[src/rtl/alu_op_sequencer_pkg.sv]
// -----------------------------------------------------------------------------
// alu_op_sequencer_pkg
// Shared definitions for the ALU operation sequencer:
//   - 4-bit ALU opcode constants (0..15)
//   - bit positions of the {C,N,V,Z} condition-code nibble
//   - sequencer state encoding
//   - helper classifying the single-bit shift/rotate opcodes
// -----------------------------------------------------------------------------
package alu_op_sequencer_pkg;

    localparam int OPCODE_W = 4;
    localparam int CC_W     = 4;

    // ALU opcodes
    localparam logic [OPCODE_W-1:0] OP_ADD  = 4'd0;
    localparam logic [OPCODE_W-1:0] OP_ADDC = 4'd1;
    localparam logic [OPCODE_W-1:0] OP_SUB  = 4'd2;
    localparam logic [OPCODE_W-1:0] OP_AND  = 4'd3;
    localparam logic [OPCODE_W-1:0] OP_NAND = 4'd4;
    localparam logic [OPCODE_W-1:0] OP_OR   = 4'd5;
    localparam logic [OPCODE_W-1:0] OP_NOR  = 4'd6;
    localparam logic [OPCODE_W-1:0] OP_XOR  = 4'd7;
    localparam logic [OPCODE_W-1:0] OP_XNOR = 4'd8;
    localparam logic [OPCODE_W-1:0] OP_LSL  = 4'd9;
    localparam logic [OPCODE_W-1:0] OP_LSR  = 4'd10;
    localparam logic [OPCODE_W-1:0] OP_RL   = 4'd11;
    localparam logic [OPCODE_W-1:0] OP_RR   = 4'd12;
    localparam logic [OPCODE_W-1:0] OP_NOT  = 4'd13;
    localparam logic [OPCODE_W-1:0] OP_TWOC = 4'd14;
    localparam logic [OPCODE_W-1:0] OP_PASS = 4'd15;

    // Condition-code bit positions inside {C,N,V,Z}
    localparam int CC_C = 3;
    localparam int CC_N = 2;
    localparam int CC_V = 1;
    localparam int CC_Z = 0;

    typedef enum logic [1:0] {
        ST_IDLE = 2'd0,
        ST_EXEC = 2'd1,
        ST_ITER = 2'd2,
        ST_DONE = 2'd3
    } seq_state_e;

    // The ALU only moves one bit position per cycle for these opcodes,
    // so the sequencer has to iterate them.
    function automatic logic is_shift_op(input logic [OPCODE_W-1:0] o);
        return (o >= OP_LSL) && (o <= OP_RR);
    endfunction

endpackage

[src/rtl/alu_op_sequencer_shift_iter_counter.sv]
// -----------------------------------------------------------------------------
// alu_op_sequencer_shift_iter_counter
// Loadable down-counter tracking the remaining single-bit shift steps.
// Ports:
//   clk      in   clock, rising edge
//   reset    in   synchronous, active-high; clears the count
//   load     in   load load_val (has priority over dec)
//   load_val in   SHAMT_W  number of iterations to perform
//   dec      in   decrement by one (saturates at zero, never wraps)
//   zero     out  count == 0
//   last     out  count == 1, i.e. the current step is the final one
// -----------------------------------------------------------------------------
module alu_op_sequencer_shift_iter_counter #(
    parameter int SHAMT_W = 5
) (
    input  logic               clk,
    input  logic               reset,
    input  logic               load,
    input  logic [SHAMT_W-1:0] load_val,
    input  logic               dec,
    output logic               zero,
    output logic               last
);

    logic [SHAMT_W-1:0] count;

    always_ff @(posedge clk) begin
        if (reset) begin
            count <= '0;
        end else if (load) begin
            count <= load_val;
        end else if (dec && !zero) begin
            count <= count - SHAMT_W'(1);
        end
    end

    assign zero = (count == '0);
    assign last = (count == SHAMT_W'(1));

endmodule

[src/rtl/alu_op_sequencer.sv]
// -----------------------------------------------------------------------------
// alu_op_sequencer
// Multi-cycle controller placed in front of the combinational 32-bit ALU.
// Accepts one operation per start/ready handshake, drives the ALU ports from
// its own registers, iterates single-bit shift/rotate opcodes to reach an
// N-position shift, and owns the architectural condition-code register.
// Ports:
//   clk, reset          clock (rising edge), synchronous active-high reset
//   start / ready       request handshake; accept when start && ready
//   op, opa, opb        operation and operands (latched on accept)
//   shamt               shift distance for LSL/LSR/RL/RR
//   update_cc           commit ALU flags to cc when the operation finishes
//   cc_wr, cc_wdata     direct {C,N,V,Z} load, honoured only while idle
//   done                one-cycle pulse, result valid
//   result              final result, held until the next done
//   cc                  registered {C,N,V,Z}
//   alu_a/b/cin/op      to the ALU instance
//   alu_result/flags    from the ALU instance
// -----------------------------------------------------------------------------
module alu_op_sequencer
    import alu_op_sequencer_pkg::*;
#(
    parameter int DATA_W  = 32,
    parameter int SHAMT_W = 5
) (
    input  logic                clk,
    input  logic                reset,
    input  logic                start,
    input  logic [OPCODE_W-1:0] op,
    input  logic [DATA_W-1:0]   opa,
    input  logic [DATA_W-1:0]   opb,
    input  logic [SHAMT_W-1:0]  shamt,
    input  logic                update_cc,
    input  logic                cc_wr,
    input  logic [CC_W-1:0]     cc_wdata,
    output logic                ready,
    output logic                done,
    output logic [DATA_W-1:0]   result,
    output logic [CC_W-1:0]     cc,
    output logic [DATA_W-1:0]   alu_a,
    output logic [DATA_W-1:0]   alu_b,
    output logic                alu_cin,
    output logic [OPCODE_W-1:0] alu_op,
    input  logic [DATA_W-1:0]   alu_result,
    input  logic [CC_W-1:0]     alu_flags
);

    seq_state_e          state;
    seq_state_e          next_state;

    logic [OPCODE_W-1:0] work_op;
    logic [DATA_W-1:0]   work_a;
    logic [DATA_W-1:0]   work_b;
    logic                work_upd;

    logic [DATA_W-1:0]   result_r;
    logic [CC_W-1:0]     cc_r;

    logic                accept;
    logic                start_iter;
    logic                cnt_zero;
    logic                cnt_last;
    logic                final_cycle;

    assign accept     = start && (state == ST_IDLE);
    // A shift by zero takes the plain EXEC path as a PASS.
    assign start_iter = is_shift_op(op) && (shamt != '0);

    alu_op_sequencer_shift_iter_counter #(
        .SHAMT_W (SHAMT_W)
    ) u_shift_iter_counter (
        .clk      (clk),
        .reset    (reset),
        .load     (accept && start_iter),
        .load_val (shamt),
        .dec      (state == ST_ITER),
        .zero     (cnt_zero),
        .last     (cnt_last)
    );

    // The last ALU cycle of an operation: the only point where the result
    // and (optionally) the flags are committed. cnt_zero in ITER cannot
    // occur in normal flow; treating it as final keeps the FSM from sticking.
    assign final_cycle = (state == ST_EXEC) ||
                         ((state == ST_ITER) && (cnt_last || cnt_zero));

    always_comb begin
        next_state = state;
        unique case (state)
            ST_IDLE: if (accept) next_state = start_iter ? ST_ITER : ST_EXEC;
            ST_EXEC: next_state = ST_DONE;
            ST_ITER: if (cnt_last || cnt_zero) next_state = ST_DONE;
            ST_DONE: next_state = ST_IDLE;
            default: next_state = ST_IDLE;
        endcase
    end

    // Control and architectural state
    always_ff @(posedge clk) begin
        if (reset) begin
            state    <= ST_IDLE;
            result_r <= '0;
            cc_r     <= '0;
            work_upd <= 1'b0;
        end else begin
            state <= next_state;
            if (accept) begin
                work_upd <= update_cc;
            end
            if (final_cycle) begin
                result_r <= alu_result;
                if (work_upd) begin
                    cc_r <= alu_flags;
                end
            end else if ((state == ST_IDLE) && cc_wr) begin
                // Written in the accept cycle too, so a following ADDC
                // consumes the restored carry.
                cc_r <= cc_wdata;
            end
        end
    end

    // Work registers: data only, no reset needed
    always_ff @(posedge clk) begin
        if (accept) begin
            work_op <= (is_shift_op(op) && (shamt == '0)) ? OP_PASS : op;
            work_a  <= opa;
            work_b  <= opb;
        end else if (state == ST_ITER) begin
            // Feed each single-bit step back as the next operand.
            work_a <= alu_result;
        end
    end

    // ALU drive decoded from state and work registers only
    always_comb begin
        alu_op  = OP_PASS;
        alu_a   = '0;
        alu_b   = '0;
        alu_cin = 1'b0;
        if ((state == ST_EXEC) || (state == ST_ITER)) begin
            alu_op  = work_op;
            alu_a   = work_a;
            alu_b   = work_b;
            alu_cin = cc_r[CC_C];
        end
    end

    assign ready  = (state == ST_IDLE);
    assign done   = (state == ST_DONE);
    assign result = result_r;
    assign cc     = cc_r;

endmodule

[config.mk]
export PLATFORM = sky130hd
export DESIGN_NAME = alu_op_sequencer
export DESIGN_NICKNAME = d
export VERILOG_FILES = /design/src/rtl/alu_op_sequencer_pkg.sv /design/src/rtl/alu_op_sequencer_shift_iter_counter.sv /design/src/rtl/alu_op_sequencer.sv
export SDC_FILE = /design/constraint.sdc
export NUM_CORES = 1
export LEC_CHECK = 0
export BUFFER_PORTS_ARGS = -buffer_cell sky130_fd_sc_hd__buf_2
export CORE_UTILIZATION = 43
export CTS_BUF_LIST = sky130_fd_sc_hd__clkbuf_4 sky130_fd_sc_hd__clkbuf_8
export DETAILED_ROUTE_END_ITERATION = 10
export PLACE_DENSITY = 0.75
export SYNTH_ARGS = -nofsm -noshare
export SYNTH_HDL_FRONTEND = slang
export SYNTH_SLANG_ARGS = --single-unit
[constraint.sdc]
create_clock -name clk -period 2.5 [get_ports clk]
set_clock_uncertainty 0.05 [all_clocks]
set_input_delay 0.125 -clock clk [delete_from_list [all_inputs] [get_ports clk]]
set_output_delay 0.125 -clock clk [all_outputs]
set_load 0.01 [all_outputs]
==> results.txt <==
Number of remaining DRC errors: 0
VDD IR max: 0.6459 mV
Area grow syn2layout: 48.95%
CP max stage cell: ha_2
GRT Util Overall: 23.57%
Cts hold-fix bufs: 86
Power per cell area: 1098 nW/um2
Max Cap Viol: 0
LEAKAGE: 3.169 nW
Antenna Nets Post-Route: 0
Worst hold path depth: 2
Setup slack after placement: 474.7 ps
Largest stage delay on the critical path: 610 ps
Distinct cell type count after synthesis: 35
Hold wc startpoint: opa[0]
Hold WC Path Type: primary input to flip-flop
Layout cells sized above 1: 39.51%
Gp weighted congestion: 0.7898
Clock sink count: 112
RSZ-0062 raised after global routing: false
Post-synth EDFFs: 68
Actual slew at the worst max-slew pin: 437.3 ps
Fmax: 456.5 MHz
Sequential-to-total area share from yosys stat: 60.60%
# setup viols final: 0
Vias in the first global route: 4279
NumNets Final: 854
Vias: 4309
HPWL after detailed placement: 8605 um
Hold WS: 15.46 ps
Syn_nets: 549
Die X: 107.9 um
Starting density of the core: 44.30%
Core Region: 10890 um2
Worst Hold Path EP: work_a[0]
R2R setup slack: 430 ps
H-tree Lvls: 3
Cell count after synthesis: 424
I/O pins: 225
Primary FF master, synth: edfxtp_1
Sum Neg Setup Slack: 0 ps
First-pass GRT wire length: 20720 um
Setup Fix Bufs, Post-CTS: 0
Synth warnings: 0
Clk_lat worst skew: 360 ps
N_diodes: 0
Sequential share of power: 37.1%
Initial antenna violation count: 0
CP delay by family, top: adder cells
Die ar.: 11640 um2
Setup ws final: 309.5 ps
CTS tree: yes
CTS resizes: 0
Fin crit period: 2190 ps
DRT iter0 DRCs: 196
Switch Pwr: 3.047 mW
Combinational power share: 49.1%
Reg clk slew, reported paths: 100 ps
I/O Buffers: 224
Crit path required time: 2330 ps
Post-Synthesis Cell Area: 4823 um2
R2R Path Start: u_shift_iter_counter.count[0]
Worst EP arrival: 2020 ps
Die Span Y: 107.9 um
Routed WL: 13720 um
Sw Ratio: 38.64%
Internal power: 4.839 mW
Final worst path period share: 87.62%
Syn Area/Cell: 11.38 um2
Slew headroom: 70.63%
GRT Residual Overflow: 0
FP Rows: 38
R2r worst-path depth: 7
Clock share of power: 13.8%
DR pass1 iterations: 4
Seq cells post-synth: 112
Final Hold Fails: 0
Status: complete, no violations
FILL cells: 812
Clk Tree Root Cell: clkbuf_8
CTS Buf Count: 9
CTS max path bufs: 2
Kind of critical path: flip-flop to primary output
Wire length per cell: 15.70 um
Startpoint types: flip-flop
Async set-or-reset flop fraction in the synthesized netlist: 0%
Largest net degree at the start of global routing: 56
R2r endpoint: result[11]
Drt via density: 4.930
Buffers and inverters on the worst path: 3
Maximum fanout along the worst path: 23
Crit path capture type: primary output
CP cell instances: inv_1 -> ha_2 -> buf_4 -> and2_1 -> buf_2
Final Max Tran Viols: 0
power groups by stage:
| stage | Sequential, mW | Clock, mW | Combinational, mW |
|---|---|---|---|
| finish | 2.92 | 1.09 | 3.88 |
| global route | 2.98 | 1.18 | 4.24 |
| CTS | 2.91 | 1.11 | 3.87 |
| detailed placement | 2.95 | 0 | 3.74 |
| global placement | 2.92 | 0 | 3.68 |
| floorplan | 3.00 | 0 | 2.14 |
logic make-up after synthesis:
| logic type | share of synthesized area, % |
|---|---|
| XOR/XNOR | 0.1816 |
| AND/OR/NAND/NOR | 18.62 |
| AO/OA/AOI/OAI | 7.367 |
| adder cells (fa/ha/maj) | 1.816 |
| buffers and inverters | 3.087 |
| flip-flops | 60.60 |
| multiplexers | 8.327 |
metrics by stage:
stage	area [um2]	utilization [%]	power, mW	cells
CTS	7184	65.98	7.889	874
floorplan	4823	-	5.145	424
global route	7184	65.98	8.406	874
global placement	6126	56.26	6.603	772
finish	7184	65.98	7.886	874
detailed placement	6126	56.26	6.691	772
synth_stat cells, drive strengths merged (2+ instances only):
library cell  number  area share (%)
a211oi             2            0.31
dfxtp             44              18
a2111oi            4            0.83
edfxtp            68              42
inv               14             1.1
or4b               2            0.42
nor2               5            0.44
nor4               2            0.26
nor3               8            0.83
nand2b             7            0.91
or3                4            0.52
mux2i              3            0.62
nor2b              2            0.26
o21ai              3            0.31
buf                7            0.67
ha                 7             1.8
mux2              33             7.7
a31o               2            0.36
nor3b              4            0.62
and2              65             8.4
clkbuf            17             1.3
nand2             73             5.7
a21oi             38             3.9
worst register-to-register path, cell delays in order (launching register included):
cell	delay (ps)
dfxtp_1	370
inv_1	100
ha_1	240
o21ba_2	260
a31oi_4	290
buf_4	430
nand2_1	120
a21oi_1	150
metal layers:
metal  track usage (%)  share of wire (%)  vias to the layer above
met2             42.99                 52                      188
met4             9.295                1.9                        0
met5                 0                  0                        -
met1             27.01                 40                     2026
met3             4.600                6.4                       21
li1                  -                  -                     2074
placed cells by master (no fill, tap or decap), drive strengths merged, types with 2 or more instances in the layout:
cell	instances
nor3b	4
or4b	2
clkbuf	12
o21ai	3
or3	4
dfxtp	44
mux2i	3
a2111oi	4
and2	65
nor2b	2
dlygate4sd3	86
nor3	8
mux2	33
a21oi	38
clkinv	3
nor4	2
a31o	2
ha	7
inv	14
edfxtp	68
a211oi	2
buf	232
nand2b	7
nor2	5
nand2	73
cell type report:
| class | count | area [um2] | area share (%) |
|---|---|---|---|
| inverters | 14 | 52.55 | 0.7315 |
| repair buffers | 318 | 2079 | 28.94 |
| clock inverters | 4 | 45.04 | 0.6270 |
| clock buffers | 12 | 152.6 | 2.125 |
| multi-input cells | 274 | 1757 | 24.45 |
| well taps | 140 | 175.2 | 2.438 |
| flip-flops and latches | 112 | 2923 | 40.68 |
sequential cells by signal, indices dropped and copies added, names as in the netlist:
register and flops:
state 2, work_upd 1, work_b 32, result 32
u_shift_iter_counter.count 5, work_a 32, work_op 4, cc 4
worst max path at each step:
| stage | from | cells past startpoint | end | slack, ps |
|---|---|---|---|---|
| 5_1_grt | state[0] | 5 | alu_b[9] | 170 |
| 3_5_place_dp | u_shift_iter_counter.count[0] | 6 | cc[0] | 470 |
| 4_1_cts | state[1] | 5 | alu_a[25] | 300 |
| 6_report | state[1] | 5 | alu_b[9] | 310 |
| 3_3_place_gp | state[0] | 6 | work_a[4] | 570 |
| 2_1_floorplan | state[0] | 6 | work_a[22] | 170 |
(Power assumes the default switching activity.)
